## src/rtl/gpu_spi_frontend_multi.sv

```systemverilog
`default_nettype none
// ============================================================================
// Module      : gpu_spi_frontend_multi
// Description : SPI (mode 0) slave register front end for a small polygon
//               GPU. A byte-oriented command/data protocol writes shadow
//               registers, which are copied to the active outputs by en_load.
// Revision    : 1.0 - initial release
// ============================================================================
module gpu_spi_frontend_multi #(
  parameter int NUM_POLY = 2,
  parameter int X_W      = 7,
  parameter int Y_W      = 6,
  parameter int COLOR_W  = 6,
  parameter int DEPTH_W  = 3
) (
  input  logic                          clk,
  input  logic                          rst_n,
  input  logic                          cs_in,
  input  logic                          sck_in,
  input  logic                          mosi_in,
  output logic                          miso_out,
  input  logic                          en_load,
  output logic [COLOR_W-1:0]            bg_color_out,
  output logic [NUM_POLY*COLOR_W-1:0]   poly_color_out,
  output logic [NUM_POLY*X_W-1:0]       v0_x_out,
  output logic [NUM_POLY*Y_W-1:0]       v0_y_out,
  output logic [NUM_POLY*X_W-1:0]       v1_x_out,
  output logic [NUM_POLY*Y_W-1:0]       v1_y_out,
  output logic [NUM_POLY*X_W-1:0]       v2_x_out,
  output logic [NUM_POLY*Y_W-1:0]       v2_y_out,
  output logic [NUM_POLY*DEPTH_W-1:0]   poly_depth_out,
  output logic [NUM_POLY-1:0]           poly_enable_out
);

  typedef enum logic [1:0] {IDLE = 2'd0, CMD = 2'd1, DATA = 2'd2} state_t;

  state_t       state, next_state;

  // Synchroniser stages plus one history bit for edge detection
  logic [1:0]   cs_sync, sck_sync, mosi_sync;
  logic         cs_prev, sck_prev;
  logic         cs_s, sck_rise, sck_fall, cs_fall, mosi_s;

  // Shift/datapath state
  logic [7:0]   shift;
  logic [2:0]   bit_cnt;
  logic         rw;
  logic [6:0]   addr;
  logic         load_pending;
  logic [7:0]   tx;
  logic         commit_valid;
  logic [6:0]   commit_addr;
  logic [7:0]   commit_data;
  logic [7:0]   rd_val;
  logic         byte_done;
  logic         unused_ok;

  // Shadow registers
  logic [COLOR_W-1:0] sh_bg;
  logic [COLOR_W-1:0] sh_color [NUM_POLY];
  logic [X_W-1:0]     sh_v0x   [NUM_POLY];
  logic [Y_W-1:0]     sh_v0y   [NUM_POLY];
  logic [X_W-1:0]     sh_v1x   [NUM_POLY];
  logic [Y_W-1:0]     sh_v1y   [NUM_POLY];
  logic [X_W-1:0]     sh_v2x   [NUM_POLY];
  logic [Y_W-1:0]     sh_v2y   [NUM_POLY];
  logic [DEPTH_W-1:0] sh_depth [NUM_POLY];
  logic [NUM_POLY-1:0] sh_en;

  // Active (output) registers
  logic [COLOR_W-1:0] out_color [NUM_POLY];
  logic [X_W-1:0]     out_v0x   [NUM_POLY];
  logic [Y_W-1:0]     out_v0y   [NUM_POLY];
  logic [X_W-1:0]     out_v1x   [NUM_POLY];
  logic [Y_W-1:0]     out_v1y   [NUM_POLY];
  logic [X_W-1:0]     out_v2x   [NUM_POLY];
  logic [Y_W-1:0]     out_v2y   [NUM_POLY];
  logic [DEPTH_W-1:0] out_depth [NUM_POLY];

  // cs resets low so a chip select already low at reset release never looks
  // like a falling edge; a frame then needs a fresh falling edge.
  assign cs_s      = cs_sync[1];
  assign mosi_s    = mosi_sync[1];
  assign cs_fall   = cs_prev & ~cs_s;
  assign sck_rise  = sck_sync[1] & ~sck_prev;
  assign sck_fall  = ~sck_sync[1] & sck_prev;
  assign byte_done = sck_rise && (bit_cnt == 3'd7) && (state != IDLE) && !cs_s;
  assign unused_ok = ^commit_data;

  // Two-stage synchronisers and edge history for the SPI pins
  always_ff @(posedge clk) begin
    if (!rst_n) begin
      cs_sync   <= '0;
      sck_sync  <= '0;
      mosi_sync <= '0;
      cs_prev   <= 1'b0;
      sck_prev  <= 1'b0;
    end else begin
      cs_sync   <= {cs_sync[0], cs_in};
      sck_sync  <= {sck_sync[0], sck_in};
      mosi_sync <= {mosi_sync[0], mosi_in};
      cs_prev   <= cs_s;
      sck_prev  <= sck_sync[1];
    end
  end

  // Frame state register
  always_ff @(posedge clk) begin
    if (!rst_n) state <= IDLE;
    else        state <= next_state;
  end

  // Frame state transitions
  always_comb begin
    next_state = state;
    case (state)
      IDLE:    if (cs_fall) next_state = CMD;
      CMD:     if (cs_s) next_state = IDLE;
               else if (byte_done) next_state = DATA;
      DATA:    if (cs_s) next_state = IDLE;
      default: next_state = IDLE;
    endcase
  end

  // Bit shifting, command decode, address counter, write staging and MISO
  always_ff @(posedge clk) begin
    if (!rst_n) begin
      shift        <= '0;
      bit_cnt      <= '0;
      rw           <= 1'b0;
      addr         <= '0;
      load_pending <= 1'b0;
      tx           <= '0;
      miso_out     <= 1'b0;
      commit_valid <= 1'b0;
      commit_addr  <= '0;
      commit_data  <= '0;
    end else begin
      commit_valid <= 1'b0;
      if (state == IDLE || cs_s) begin
        bit_cnt      <= '0;
        load_pending <= 1'b0;
        tx           <= '0;
        miso_out     <= 1'b0;
      end else begin
        if (sck_rise) begin
          shift   <= {shift[6:0], mosi_s};
          bit_cnt <= bit_cnt + 3'd1;
          if (bit_cnt == 3'd7) begin
            if (state == CMD) begin
              rw           <= shift[6];
              addr         <= {shift[5:0], mosi_s};
              load_pending <= ~shift[6];
            end else begin
              if (rw) begin
                commit_valid <= 1'b1;
                commit_addr  <= addr;
                commit_data  <= {shift[6:0], mosi_s};
              end else begin
                load_pending <= 1'b1;
              end
              addr <= addr + 7'd1;
            end
          end
        end
        // Read data is fetched at the first falling edge after each byte
        if (sck_fall && state == DATA && !rw) begin
          if (load_pending) begin
            tx           <= rd_val;
            miso_out     <= rd_val[7];
            load_pending <= 1'b0;
          end else begin
            tx       <= {tx[6:0], 1'b0};
            miso_out <= tx[6];
          end
        end
      end
    end
  end

  // Read multiplexer: zero-extended shadow value, 0 for unmapped addresses
  always_comb begin
    rd_val = '0;
    if (addr[6:4] == 3'd0) begin
      if (addr[3:0] == 4'd0)      rd_val = 8'(sh_bg);
      else if (addr[3:0] == 4'hF) rd_val = 8'(NUM_POLY);
    end
    for (int p = 0; p < NUM_POLY; p++) begin
      if (addr[6:4] == 3'(p + 1)) begin
        case (addr[3:0])
          4'd0:    rd_val = 8'(sh_color[p]);
          4'd1:    rd_val = 8'(sh_v0x[p]);
          4'd2:    rd_val = 8'(sh_v0y[p]);
          4'd3:    rd_val = 8'(sh_v1x[p]);
          4'd4:    rd_val = 8'(sh_v1y[p]);
          4'd5:    rd_val = 8'(sh_v2x[p]);
          4'd6:    rd_val = 8'(sh_v2y[p]);
          4'd7:    rd_val = 8'(sh_depth[p]);
          4'd8:    rd_val = {7'd0, sh_en[p]};
          default: rd_val = '0;
        endcase
      end
    end
  end

  // Shadow register commit, one cycle after the data byte completes
  always_ff @(posedge clk) begin
    if (!rst_n) begin
      sh_bg <= '0;
      sh_en <= '0;
      for (int p = 0; p < NUM_POLY; p++) begin
        sh_color[p] <= '0;
        sh_v0x[p]   <= '0;
        sh_v0y[p]   <= '0;
        sh_v1x[p]   <= '0;
        sh_v1y[p]   <= '0;
        sh_v2x[p]   <= '0;
        sh_v2y[p]   <= '0;
        sh_depth[p] <= '0;
      end
    end else if (commit_valid) begin
      if (commit_addr == 7'h00) sh_bg <= commit_data[COLOR_W-1:0];
      for (int p = 0; p < NUM_POLY; p++) begin
        if (commit_addr[6:4] == 3'(p + 1)) begin
          case (commit_addr[3:0])
            4'd0:    sh_color[p] <= commit_data[COLOR_W-1:0];
            4'd1:    sh_v0x[p]   <= commit_data[X_W-1:0];
            4'd2:    sh_v0y[p]   <= commit_data[Y_W-1:0];
            4'd3:    sh_v1x[p]   <= commit_data[X_W-1:0];
            4'd4:    sh_v1y[p]   <= commit_data[Y_W-1:0];
            4'd5:    sh_v2x[p]   <= commit_data[X_W-1:0];
            4'd6:    sh_v2y[p]   <= commit_data[Y_W-1:0];
            4'd7:    sh_depth[p] <= commit_data[DEPTH_W-1:0];
            4'd8:    sh_en[p]    <= commit_data[0];
            default: ;
          endcase
        end
      end
    end
  end

  // Active registers: snapshot of the shadows on en_load
  always_ff @(posedge clk) begin
    if (!rst_n) begin
      bg_color_out    <= '0;
      poly_enable_out <= '0;
      for (int p = 0; p < NUM_POLY; p++) begin
        out_color[p] <= '0;
        out_v0x[p]   <= '0;
        out_v0y[p]   <= '0;
        out_v1x[p]   <= '0;
        out_v1y[p]   <= '0;
        out_v2x[p]   <= '0;
        out_v2y[p]   <= '0;
        out_depth[p] <= '0;
      end
    end else if (en_load) begin
      bg_color_out    <= sh_bg;
      poly_enable_out <= sh_en;
      for (int p = 0; p < NUM_POLY; p++) begin
        out_color[p] <= sh_color[p];
        out_v0x[p]   <= sh_v0x[p];
        out_v0y[p]   <= sh_v0y[p];
        out_v1x[p]   <= sh_v1x[p];
        out_v1y[p]   <= sh_v1y[p];
        out_v2x[p]   <= sh_v2x[p];
        out_v2y[p]   <= sh_v2y[p];
        out_depth[p] <= sh_depth[p];
      end
    end
  end

  genvar gp;
  for (gp = 0; gp < NUM_POLY; gp++) begin : g_pack
    assign poly_color_out[gp*COLOR_W +: COLOR_W] = out_color[gp];
    assign v0_x_out[gp*X_W +: X_W]               = out_v0x[gp];
    assign v0_y_out[gp*Y_W +: Y_W]               = out_v0y[gp];
    assign v1_x_out[gp*X_W +: X_W]               = out_v1x[gp];
    assign v1_y_out[gp*Y_W +: Y_W]               = out_v1y[gp];
    assign v2_x_out[gp*X_W +: X_W]               = out_v2x[gp];
    assign v2_y_out[gp*Y_W +: Y_W]               = out_v2y[gp];
    assign poly_depth_out[gp*DEPTH_W +: DEPTH_W] = out_depth[gp];
  end

endmodule
`default_nettype wire

```

## config.mk

```make
export PLATFORM = sky130hd
export DESIGN_NAME = gpu_spi_frontend_multi
export DESIGN_NICKNAME = d
export VERILOG_FILES = /design/src/rtl/gpu_spi_frontend_multi.sv
export SDC_FILE = /design/constraint.sdc
export NUM_CORES = 1
export LEC_CHECK = 0
export ABC_AREA = 1
export ABC_CLOCK_PERIOD_IN_PS = 10000
export BUFFER_PORTS_ARGS = -buffer_cell sky130_fd_sc_hd__buf_4
export CORE_MARGIN = 5
export CORE_UTILIZATION = 30
export CTS_CLUSTER_SIZE = 25
export DETAILED_ROUTE_END_ITERATION = 10
export PLACE_DENSITY = 0.49
export SLEW_MARGIN = 15
export SYNTH_ARGS = -nofsm -noshare
export SYNTH_HDL_FRONTEND = slang
export SYNTH_SLANG_ARGS = --single-unit
export TNS_END_PERCENT = 20
```

## constraint.sdc

```tcl
create_clock -name clk -period 10 [get_ports clk]
set_clock_uncertainty 0.05 [all_clocks]
set_input_delay 2.5 -clock clk [delete_from_list [all_inputs] [get_ports clk]]
set_output_delay 2.5 -clock clk [all_outputs]
set_load 0.01 [all_outputs]
```

==> flow_summary_export.csv, run 1 <==
group,metric,value,unit
outcome,status,"complete, no violations",
timing,worstMarginPinSlew,1.10,ns
job,cap_viol_max_count,0,
setup_path,rrSetupSlack,7.31,ns
layout,fillCellCount,3606,
clock_network,cts-root-buf,"clkbuf_16",
yosys,async_flop_share,0,
layout,nNetsFinal,1202,
yosys,synth_seq_cells,260,
timing,slew_violations,0,
placed_design,dpl_cell_area,12000,µm²
clock_network,clkLatencyLatePin,0.54,ns
placed_design,place_hpwl,21900,µm
timing,min_period_over_period,0.459,
setup_path,crit_type,"in2reg",
clock_network,cts_resized,0,
detailed_routing,dr.first_iter.drc_count,608,
detailed_routing,num_vias,7745,
setup_path,cp-startpoint,"rst_n",
global_route,grt_pass1_wl,47300,µm
timing,period_needed,4.59,ns
clock_network,htree_levels,1,
setup_path,crit_end,"out_color[0][3]",
power,power_density,182,nW/µm²
floorplan,num_rows,69,
detailed_routing,drc,0,
setup_path,rr_endpoint,"tx[0]",
yosys,seq_area_frac_synth,0.655,
yosys,synth.distinct_cells,38,
layout,final_cell_count_no_fill,1673,
layout,drive_gt1_frac,0.147,
floorplan,fp.dieH,201,µm
timing,rsz0062_at_grt,"false",
yosys,yosys_most_used_dff,"edfxtp_1",
global_route,first_global_vias,7731,
floorplan,core_area,35700,µm²
global_route,grt_max_degree,102,
setup_path,r2r_cells,9,
yosys,synthesis.instances,1098,
global_route,grt_remaining_overflow,0,
setup_path,crit_required,10.11,ns
global_route,grt.total_usage,0.150,
clock_network,cts_setup_buffers,0,
detailed_routing,dr.pass1.iters,7,
placed_design,port_buffers,110,
setup_path,end_kind,"flip-flop",
power,p_leak,5.22,nW
setup_path,arrival,4.70,ns
placed_design,placed_cells,1621,
yosys,synthTopCellsByArea,"edfxtp_1 (53%), dfxtp_1 (13%), nor2_1 (7.3%)",
floorplan,io-pin-count,111,
timing,timing.fmax,218,MHz
clock_network,hold_buffers,0,
yosys,avgSynthCellArea,9.92,µm²
detailed_routing,postRouteAntennaNets,0,
clock_network,numCtsBuffers,28,
placed_design,place_congestion,0.875,
layout,final_area,13000,µm²
timing,slew_headroom,0.269,
timing,setup_viol,0,
clock_network,clkTransAtPathRegs,0.06,ns
clock_network,ctsLongestPathBuffers,3,
timing,holdWs,0.362,ns
yosys,synth_top_cell_by_area,"edfxtp_1",
timing,tns,0,ns
layout,syn2layout_area_growth,19.2,%
yosys,synthesis.area,10900,µm²
layout,final_util,0.363,
yosys,synth_top_area_frac,0.530,
detailed_routing,wirelength,31300,µm
setup_path,start_kind,"input pin",
setup_path,r2r_start,"addr[0]",
yosys,synthesis.nets,1110,
timing,hold_viol_final,0,
global_route,antenna_found_initial,0,
floorplan,start_util,0.305,
min_path,hp-class,"reg2reg",
floorplan,die_w,201,µm
setup_path,cp_max_fo,67,
yosys,synth_edf_count,192,
power,ir_worst_vdd,0.113,mV
clock_network,numClockSinks,260,
layout,antennaDiodeCount,0,
clock_network,cts_tree,"done",
detailed_routing,viasPerCell,4.63,
yosys,synth_warnings,0,
detailed_routing,wl_per_cell,18.7,µm
floorplan,die_area,40200,µm²
[worst max-delay path, stage by stage]
cell	delay [ns]
buf_4	0.29
inv_2	0.44
or2_4	0.56
buf_4	0.75
[final cells by class]
class                   instances  area, µm²  area share
flip-flops and latches        260       7130       0.549
multi-input cells             612       2840       0.218
repair buffers                113        848      0.0653
inverters                     175        657      0.0506
clock buffers                  36        752      0.0579
clock inverters                16        185      0.0143
well taps                     461        577      0.0444
[metrics by stage]
step                setup WS, ns  power, mW
floorplan                   3.81       1.27
global placement            4.87       1.32
detailed placement          4.86       1.32
CTS                         5.41       2.38
global route                5.27       2.44
finish                      5.41       2.36
[Yosys cell counts, types with 11 or more instances]
| master | instances |
|---|---|
| nand3_1 | 52 |
| a21oi_1 | 61 |
| nand2_1 | 141 |
| nor2_1 | 212 |
| dfxtp_1 | 68 |
| nand4_1 | 36 |
| clkbuf_1 | 23 |
| inv_2 | 11 |
| buf_2 | 18 |
| inv_1 | 156 |
| edfxtp_1 | 192 |
| o21ai_0 | 57 |
[sequential cells by signal, indices dropped and copies added, names as in the netlist, 14 cells and up]
signal,count
out_v2x,14
out_v1x,14
out_v0x,14
sh_v1x,14
sh_v0x,14
sh_v2x,14
[logic make-up after synthesis]
logic type,after synthesis,synth area share
AOI/OAI and AO/OA,139,0.0670
xor gates and xnor gates,2,0.00161
adders and majority gates,6,0.00689
buffers and inverters,226,0.0858
DFF,260,0.655
and+or+nand+nor,465,0.184
[cell usage in the layout, fill, tap and decap left out, drive strengths merged, types with 36 or more instances in the layout]
cell	instances
a21oi	61
nand3	54
clkbuf	36
nor2	218
dfxtp	68
o21ai	61
nand4	36
inv	168
edfxtp	192
buf	113
nand2	144
[report_power, final]
group	switching [mW]	total, mW	internal (mW)
clock network	0.427	1.06	0.634
registers	0.0163	1.21	1.19
logic	0.0587	0.0924	0.0337
[layer usage]
layer	global-route usage	up-vias	share of wire	wire, µm
li1	-	3813	-	-
met1	0.192	3670	0.43	13500
met2	0.259	211	0.48	15100
met3	0.0294	51	0.057	1780
met4	0.0455	0	0.028	876
met5	0	-	0	0
[how the worst min path moves through the flow]
stage | startpoint | endpoint | depth (start not counted)
6_report | cs_sync[0] | cs_sync[1] | 2
5_1_grt | sck_sync[0] | sck_sync[1] | 2
3_5_place_dp | cs_sync[0] | cs_sync[1] | 2
3_3_place_gp | sck_sync[0] | sck_sync[1] | 2
2_1_floorplan | cs_sync[0] | cs_sync[1] | 2
4_1_cts | cs_sync[0] | cs_sync[1] | 2
Power figures use the tool's default switching activity.
==> inputs of run 2 (changes only) <==
--- a/config.mk
+++ b/config.mk
@@ -6,13 +6,13 @@
 export NUM_CORES = 1
 export LEC_CHECK = 0
 export ABC_AREA = 1
-export ABC_CLOCK_PERIOD_IN_PS = 10000
+export ABC_CLOCK_PERIOD_IN_PS = 3900
 export BUFFER_PORTS_ARGS = -buffer_cell sky130_fd_sc_hd__buf_4
 export CORE_MARGIN = 5
 export CORE_UTILIZATION = 30
 export CTS_CLUSTER_SIZE = 25
 export DETAILED_ROUTE_END_ITERATION = 10
-export PLACE_DENSITY = 0.49
+export PLACE_DENSITY = 0.51
 export SLEW_MARGIN = 15
 export SYNTH_ARGS = -nofsm -noshare
 export SYNTH_HDL_FRONTEND = slang
==> constraint.sdc (replaced) <==
create_clock -name clk -period 3.9 [get_ports clk]
set_clock_uncertainty 0.05 [all_clocks]
set_input_delay 0.975 -clock clk [delete_from_list [all_inputs] [get_ports clk]]
set_output_delay 0.975 -clock clk [all_outputs]
set_load 0.01 [all_outputs]
==> run 2 against run 1 <==
  * Total power grew to 2.5 times the previous value
  * Flip-flop and latch count stayed put
  * Largest cell class unchanged
  * Final cell count is 0.30% higher
  * Global-route usage decreased by 0.37 points
==> flow_summary_export.csv, run 2 (synthesis results as in run 1) <==
group,metric,value,unit
outcome,status,"complete, no violations",
setup_path,cp_common_cell,"nand2_1",
detailed_routing,drc,0,
power,p_sw_frac,0.215,
setup_path,cp_max_fo,22,
min_path,hp-class,"reg2reg",
layout,nNetsFinal,1208,
power,ir_worst_vdd,0.249,mV
detailed_routing,wirelength,30700,µm
clock_network,numCtsBuffers,29,
timing,tns,0,ns
floorplan,num_rows,69,
clock_network,clkTransAtPathRegs,0.06,ns
floorplan,io-pin-count,111,
power,combPwrFrac,0.041,
floorplan,die_w,201,µm
layout,fillCellCount,3635,
detailed_routing,viasPerCell,4.64,
setup_path,crit_type,"reg2reg",
placed_design,port_buffers,110,
timing,min_period_over_period,0.659,
power,seq_power_share,0.517,
clock_network,cts_tree,"done",
layout,seq_area,7130,µm²
layout,syn2layout_area_growth,19.7,%
detailed_routing,wl_per_cell,18.3,µm
min_path,min_from,"cs_sync[0]",
setup_path,crit_slowest_cell,"ha_1",
layout,final_cell_count_no_fill,1678,
setup_path,cp_num_buf_inv,1,
clock_network,hold_buffers,0,
setup_path,rr_endpoint,"tx[2]",
timing,period_needed,2.57,ns
detailed_routing,dr.first_iter.drc_count,579,
layout,multi_input_comb_area,2840,µm²
floorplan,fp.dieH,201,µm
floorplan,die_area,40200,µm²
clock_network,clkLatencyLatePin,0.55,ns
power,p_int,4.69,mW
timing,timing.fmax,389,MHz
clock_network,ctsLongestPathBuffers,3,
timing,holdWs,0.360,ns
min_path,holdPathEnd,"cs_sync[1]",
detailed_routing,num_vias,7788,
setup_path,slowest_delay,0.87,ns
timing,slew_headroom,0.271,
global_route,grt_remaining_overflow,0,
layout,final_util,0.364,
setup_path,start_kind,"flip-flop",
clock_network,htree_levels,1,
placed_design,placed_cells,1626,
layout,antennaDiodeCount,0,
global_route,first_global_vias,7596,
global_route,grt_max_degree,102,
power,fin_total_pwr,5.98,mW
clock_network,cts_setup_buffers,0,
power,p_leak,5.24,nW
setup_path,arrival,2.98,ns
setup_path,r2r_cells,10,
setup_path,rrSetupSlack,1.33,ns
placed_design,place_congestion,0.863,
min_path,min_path_cells,2,
power,power_density,459,nW/µm²
setup_path,critPathTopFamily,"adder cells",
job,cap_viol_max_count,0,
global_route,grt_pass1_wl,46000,µm
timing,worstMarginPinSlew,1.09,ns
placed_design,place_hpwl,21700,µm
layout,drive_gt1_frac,0.153,
detailed_routing,dr.pass1.iters,5,
timing,rsz0062_at_grt,"false",
timing,slew_violations,0,
setup_path,r2r_start,"addr[0]",
clock_network,cts_resized,0,
global_route,antenna_found_initial,0,
setup_path,end_kind,"flip-flop",
detailed_routing,postRouteAntennaNets,0,
power,p_clk_frac,0.442,
setup_path,crit_required,4.31,ns
global_route,grt.total_usage,0.146,
timing,hold_viol_final,0,
floorplan,core_area,35700,µm²
layout,most-common-layout-cells,"nor2_1 (212), edfxtp_1 (192), inv_1 (156)",
clock_network,numClockSinks,260,
floorplan,start_util,0.305,
power,switchingPower,1.29,mW
layout,final_common_cell,"nor2_1",
clock_network,cts-root-buf,"clkbuf_16",
setup_path,crit_chain,"inv_1, ha_1, nand4_1, nand2_1, nor2_1, nand2_1, a21oi_1, nand2_1, nand2_1, a21oi_1",
timing,setup_viol,0,
## run 2: worst max path at each step
stage / from / end / slack, ns / cells past startpoint
final: addr[0] / tx[2] / 1.33 / 10
after global routing: addr[0] / tx[2] / 1.21 / 10
after CTS: addr[0] / tx[2] / 1.40 / 10
after detailed placement: rst_n / out_v1y[0][11] / 1.20 / 4
after global placement: rst_n / out_v0x[0][9] / 1.22 / 4
after floorplan: rst_n / out_color[0][0] / 0.77 / 4
## run 2: metal layers
layer  global-route usage  wire [µm]  up-vias
met5                    0          0        -
met4               0.0568       1280        0
met3               0.0239       1850       74
met2                0.244      14500      249
met1                0.192      13100     3643
li1                     -          -     3822
## run 2: power by group through the flow
| stage | clock network (mW) | registers, mW | logic (mW) |
|---|---|---|---|
| final | 2.64 | 3.09 | 0.245 |
| after floorplan | 0 | 3.16 | 0.0892 |
| after CTS | 2.70 | 3.09 | 0.251 |
| after global placement | 0 | 3.15 | 0.249 |
| after detailed placement | 0 | 3.15 | 0.250 |
| after global routing | 2.81 | 3.10 | 0.268 |
## run 2: metrics by stage
step | setup WS, ns | area [µm²]
finish | 1.33 | 13000
global route | 1.21 | 13000
CTS | 1.40 | 13000
detailed placement | 1.20 | 12100
global placement | 1.22 | 12100
floorplan | 0.770 | 10900
## run 2: final cells by class
class | instances | area share
flip-flops and latches | 260 | 0.547
multi-input cells | 612 | 0.218
repair buffers | 118 | 0.0699
clock buffers | 32 | 0.0566
inverters | 175 | 0.0504
well taps | 461 | 0.0443
clock inverters | 20 | 0.0140
## run 2: worst min-delay path, stage by stage (launching register included)
cell     delay, ns
dfxtp_1       0.30
nand2_1       0.04
inv_1         0.04
